===== config.mk =====
export PLATFORM = sky130hd
export DESIGN_NAME = noc_pipe_reg
export DESIGN_NICKNAME = d
export VERILOG_FILES = /design/src/rtl/noc_pipe_pkg.sv /design/src/rtl/pipe_stage.sv /design/src/rtl/noc_pipe_reg.sv
export SDC_FILE = /design/constraint.sdc
export NUM_CORES = 1
export LEC_CHECK = 0
export CORE_MARGIN = 2
export CORE_UTILIZATION = 45
export DETAILED_ROUTE_END_ITERATION = 10
export PLACE_DENSITY = 0.79
export RECOVER_POWER = 50
export SYNTH_ARGS = -nofsm -noshare
export SYNTH_HDL_FRONTEND = slang
export SYNTH_SLANG_ARGS = --single-unit

===== constraint.sdc =====
create_clock -name clk -period 2.7 [get_ports clk]
set_input_delay 0.54 -clock clk [delete_from_list [all_inputs] [get_ports clk]]
set_output_delay 0.54 -clock clk [all_outputs]
set_load 0.005 [all_outputs]

===== src/rtl/noc_pipe_pkg.sv =====
// Shared definitions for the NoC elastic pipeline register:
// default geometry, count width helper and a per-stage record.
package noc_pipe_pkg;

  localparam int DEF_WIDTH = 8;
  localparam int DEF_DEPTH = 2;

  // Width that can represent every occupancy from 0 to depth.
  function automatic int cnt_width(input int depth);
    return (depth < 1) ? 1 : $clog2(depth + 1);
  endfunction

  typedef struct packed {
    logic                 valid;
    logic [DEF_WIDTH-1:0] data;
  } stage_t;

endpackage


===== src/rtl/pipe_stage.sv =====
// One valid/data register pair of the elastic pipeline; loads from its
// predecessor whenever its advance input is high.
module pipe_stage
  import noc_pipe_pkg::*;
#(
  parameter int WIDTH        = DEF_WIDTH,
  parameter bit ZERO_INVALID = 1'b1
) (
  input  logic             clk,
  input  logic             reset,
  input  logic             i_adv,
  input  logic             i_flush,
  input  logic             i_valid,
  input  logic [WIDTH-1:0] i_data,
  output logic             o_valid,
  output logic [WIDTH-1:0] o_data
);

  logic             r_valid;
  logic [WIDTH-1:0] r_data;

  // With ZERO_INVALID an empty stage always carries zero data; otherwise
  // data only changes when a real word lands here.
  always_ff @(posedge clk or negedge reset) begin
    if (!reset) begin
      r_valid <= 1'b0;
      r_data  <= '0;
    end else if (i_flush) begin
      r_valid <= 1'b0;
      if (ZERO_INVALID) r_data <= '0;
    end else if (i_adv) begin
      r_valid <= i_valid;
      if (i_valid)           r_data <= i_data;
      else if (ZERO_INVALID) r_data <= '0;
    end
  end

  assign o_valid = r_valid;
  assign o_data  = r_data;

endmodule


===== src/rtl/noc_pipe_reg.sv =====
// Elastic NoC pipeline register: DEPTH valid/ready stages with bubble
// collapsing, flush and an occupancy count.
module noc_pipe_reg
  import noc_pipe_pkg::*;
#(
  parameter int WIDTH        = DEF_WIDTH,
  parameter int DEPTH        = DEF_DEPTH,
  parameter bit ZERO_INVALID = 1'b1
) (
  input  logic                         clk,
  input  logic                         reset,
  input  logic                         flush,
  input  logic [WIDTH-1:0]             in_data,
  input  logic                         in_valid,
  output logic                         in_ready,
  output logic [WIDTH-1:0]             out_data,
  output logic                         out_valid,
  input  logic                         out_ready,
  output logic [cnt_width(DEPTH)-1:0]  count
);

  localparam int CNT_W = cnt_width(DEPTH);

  logic [DEPTH-1:0] w_v;
  logic [DEPTH-1:0] w_adv;
  logic [DEPTH-1:0] w_src_v;
  logic [WIDTH-1:0] w_d     [DEPTH];
  logic [WIDTH-1:0] w_src_d [DEPTH];

  // Ready ripples back from the output; any empty stage breaks the stall.
  always_comb begin
    w_adv            = '0;
    w_adv[DEPTH-1]   = ~w_v[DEPTH-1] | out_ready;
    for (int i = DEPTH - 2; i >= 0; i--) begin
      w_adv[i] = ~w_v[i] | w_adv[i+1];
    end
  end

  for (genvar gi = 0; gi < DEPTH; gi++) begin : g_stage
    if (gi == 0) begin : g_head
      assign w_src_v[gi] = in_valid & ~flush;
      assign w_src_d[gi] = in_data;
    end else begin : g_link
      assign w_src_v[gi] = w_v[gi-1];
      assign w_src_d[gi] = w_d[gi-1];
    end

    pipe_stage #(
      .WIDTH        (WIDTH),
      .ZERO_INVALID (ZERO_INVALID)
    ) u_stage (
      .clk     (clk),
      .reset   (reset),
      .i_adv   (w_adv[gi]),
      .i_flush (flush),
      .i_valid (w_src_v[gi]),
      .i_data  (w_src_d[gi]),
      .o_valid (w_v[gi]),
      .o_data  (w_d[gi])
    );
  end

  always_comb begin
    count = '0;
    for (int i = 0; i < DEPTH; i++) begin
      count = count + CNT_W'(w_v[i]);
    end
  end

  assign in_ready  = w_adv[0] & ~flush;
  assign out_valid = w_v[DEPTH-1];
  assign out_data  = w_d[DEPTH-1];

endmodule


==> results.py <==
metrics = {
    "timing": {
        "drv_slew": 0,
        "setup_viol": 0,
        "fin_worst_skew_ps": 4.553,
        "rsz0062_at_grt": "no",
        "tightest_slew_ps": 794.2,
        "setup_tns_ps": 0,
        "slew_headroom_pct": 46.88,
        "post-route-period-util_pct": 93.50,
        "whs_ps": 493.6,
        "hold_violations": 0,
        "fin_crit_ps": 2525,
        "fmax_mhz": 396.1,
    },
    "floorplanning": {
        "io_pins": 25,
        "die_w_um": 45.25,
        "core-area_mm2": 0.001559,
        "die_area_mm2": 0.002048,
        "die_h_um": 45.25,
        "row_count": 14,
        "initial_utilization_pct": 49.12,
    },
    "grt": {
        "overflow": 0,
        "grt_pass1_vias": 567,
        "antenna_found_initial": 0,
        "grt_pass1_wl_um": 2449,
        "grt_use_total_pct": 17.35,
        "grt_max_degree": 19,
    },
    "cts": {
        "clk_latency_ps": 300,
        "clockBufferDepth": 2,
        "cts_tree": "yes",
        "ctsHoldBuffers": 0,
        "post_cts_buffers": 0,
        "htree_levels": 1,
        "clkTransAtPathRegs_ps": 100,
        "cts_root_buf": "clkbuf_4",
        "cts-buffers-inserted": 3,
        "ctsResizeCount": 0,
        "clock_sinks": 18,
    },
    "critical_path": {
        "worstSetupPathType": "input port to output port",
        "cpLargestDelayFamily": "buffers and inverters",
        "crit_slowest_cell": "clkdlybuf4s50_1",
        "rrSetupSlack_ps": 1440,
        "critical-path-max-stage-delay_ps": 510,
        "crit_arrival_ps": 1980,
        "r2r_start": "g_stage[0].u_stage.o_valid",
        "worstRegToRegCells": 2,
        "end_kind": "output port",
        "required_ps": 2160,
        "timing.rr.end": "g_stage[0].u_stage.o_valid",
        "cp-start-kind": "input port",
        "path_common_cell": "clkdlybuf4s50_1",
        "crit_chain": "clkdlybuf4s50_1 -> and2b_1 -> a21oi_1 -> clkdlybuf4s50_1",
        "critPathBufInv": 2,
        "cp_max_fo": 10,
    },
    "place": {
        "port_buffers": 24,
        "dp_hpwl_um": 1035,
        "gp_congestion": 0.7045,
    },
    "route": {
        "viasPerCell": 5.392,
        "drt.antenna.violating_nets": 0,
        "drc_errors": 0,
        "drtIter0Drc": 8,
        "wl_per_cell_um": 12.27,
        "dr.pass1.iters": 4,
        "wirelength_um": 1472,
        "vias": 647,
    },
    "layout": {
        "area_growth_pct": 34.80,
        "fin_util_pct": 66.21,
        "n_antenna_cell": 0,
        "drive_gt1_share_pct": 6.731,
        "fin_nets": 119,
    },
    "run_status": {
        "outcome": "finished clean",
    },
    "yosys": {
        "synth_area_leaders": "dfrtp_1, nand2_1, a21oi_1, nand3_1, o21ai_0",
        "synth_area_um2": 765.7,
        "synth_area_per_cell_um2": 9.454,
        "ys_seq_elements": 18,
        "synth_seq_area_share_pct": 58.82,
        "yosysUniqueCellTypes": 16,
        "synth_top_cell_by_area": "dfrtp_1",
        "syn_inst": 81,
        "syn_nets": 95,
        "yosysWarnings": 0,
        "synth_top_area_share_pct": 58.82,
    },
    "hold_path": {
        "whs_endpoint": "g_stage[0].u_stage.o_data[2]",
        "hold_depth": 2,
        "hold_class": "register to register",
        "worstHoldStart": "g_stage[0].u_stage.o_data[2]",
    },
    "run": {
        "maxCapViolCount": 0,
    },
    "power_and_ir_drop": {
        "cellPowerDensity_mw_per_mm2": 490.2,
        "power_leakage_nw": 0.4353,
        "worst_ir_drop_vdd_mv": 0.2266,
    },
}
==> cells in the final DEF (no fill, tap or decap) <==
cell             synthesis  routed
nand2_1                 24      24
clkdlybuf4s50_1          0      23
dfrtp_1                 18      18
a21oi_1                  9       9
o21ai_0                  8       8
nand3_1                  8       8
clkbuf_4                 0       3
nor2_1                   2       2
and2b_1                  0       1
and4bb_4                 1       1
nor2b_1                  1       1
nand2b_1                 1       1
or2_2                    1       1
ha_1                     1       1
clkbuf_8                 0       1
dlygate4sd3_1            0       1
buf_4                    0       1
==> flip-flops by register name, indices dropped and copies added (netlist names) <==
register                 flops
g_stage.u_stage.o_data      16
g_stage.u_stage.o_valid      2
==> area by class of cell <==
cell class,count,area [um2]
fill,116,526.8
clock buffer,4,36.28
sequential,18,450.4
tap,16,20.02
timing repair buffer,25,247.7
multi-input combinational,57,277.8
==> where the power goes <==
group	switching [mW]	internal, mW	leakage [nW]
clock network	0.0886	0.0823	0.0210
registers	0.00699	0.277	0.245
logic	0.0209	0.0303	0.169
==> metrics by stage <==
stage	instance area [um2]	setup WS [ps]	total power, mW	std cells
after floorplan	765.7	1113	0.3059	81
after global placement	997.2	193.0	0.3400	116
after detailed placement	997.2	185.3	0.3415	116
after CTS	1033	181.2	0.5075	120
after global routing	1032	51.26	0.5280	120
final	1032	175.5	0.5060	120
==> cell families after synthesis <==
group	count (synthesis)	synth area share [%]
flip-flops	18	58.82
AO/OA/AOI/OAI	17	11.11
AND/OR/NAND/NOR	39	23.70
adder cells (fa/ha/maj)	1	1.634
buffers and inverters	6	4.737
==> tightest hold or removal path: cells and delay by family (launching register included) <==
| kind | cells | cell delay (ps) |
|---|---|---|
| compound gates | 1 | 60 |
| flops | 1 | 360 |
| simple gates | 1 | 50 |
==> worst max-delay path by stage <==
stage,startpoint,end,slack [ps],depth (start not counted)
3_3_place_gp,out_ready,in_ready,190,4
3_5_place_dp,out_ready,in_ready,190,4
5_1_grt,out_ready,in_ready,50,4
2_1_floorplan,out_ready,in_ready,1110,3
4_1_cts,out_ready,in_ready,180,4
6_report,out_ready,in_ready,180,4
==> synth_stat cells <==
library cell  number
and2b_2            1
clkbuf_1           3
a21oi_1            9
nand2_1           24
nand3_1            8
nor2_1             2
dfrtp_1           18
buf_2              1
nor2b_1            1
nand2b_1           1
buf_8              1
ha_1               1
and4bb_4           1
or2_2              1
clkbuf_2           1
o21ai_0            8
==> routing by layer <==
metal / routed length, um / track usage (%)
met1: 667 / 22.25
met2: 709 / 26.00
met3: 63 / 3.600
met4: 31 / 12.35
met5: 0 / 0
(Power assumes the default switching activity.)
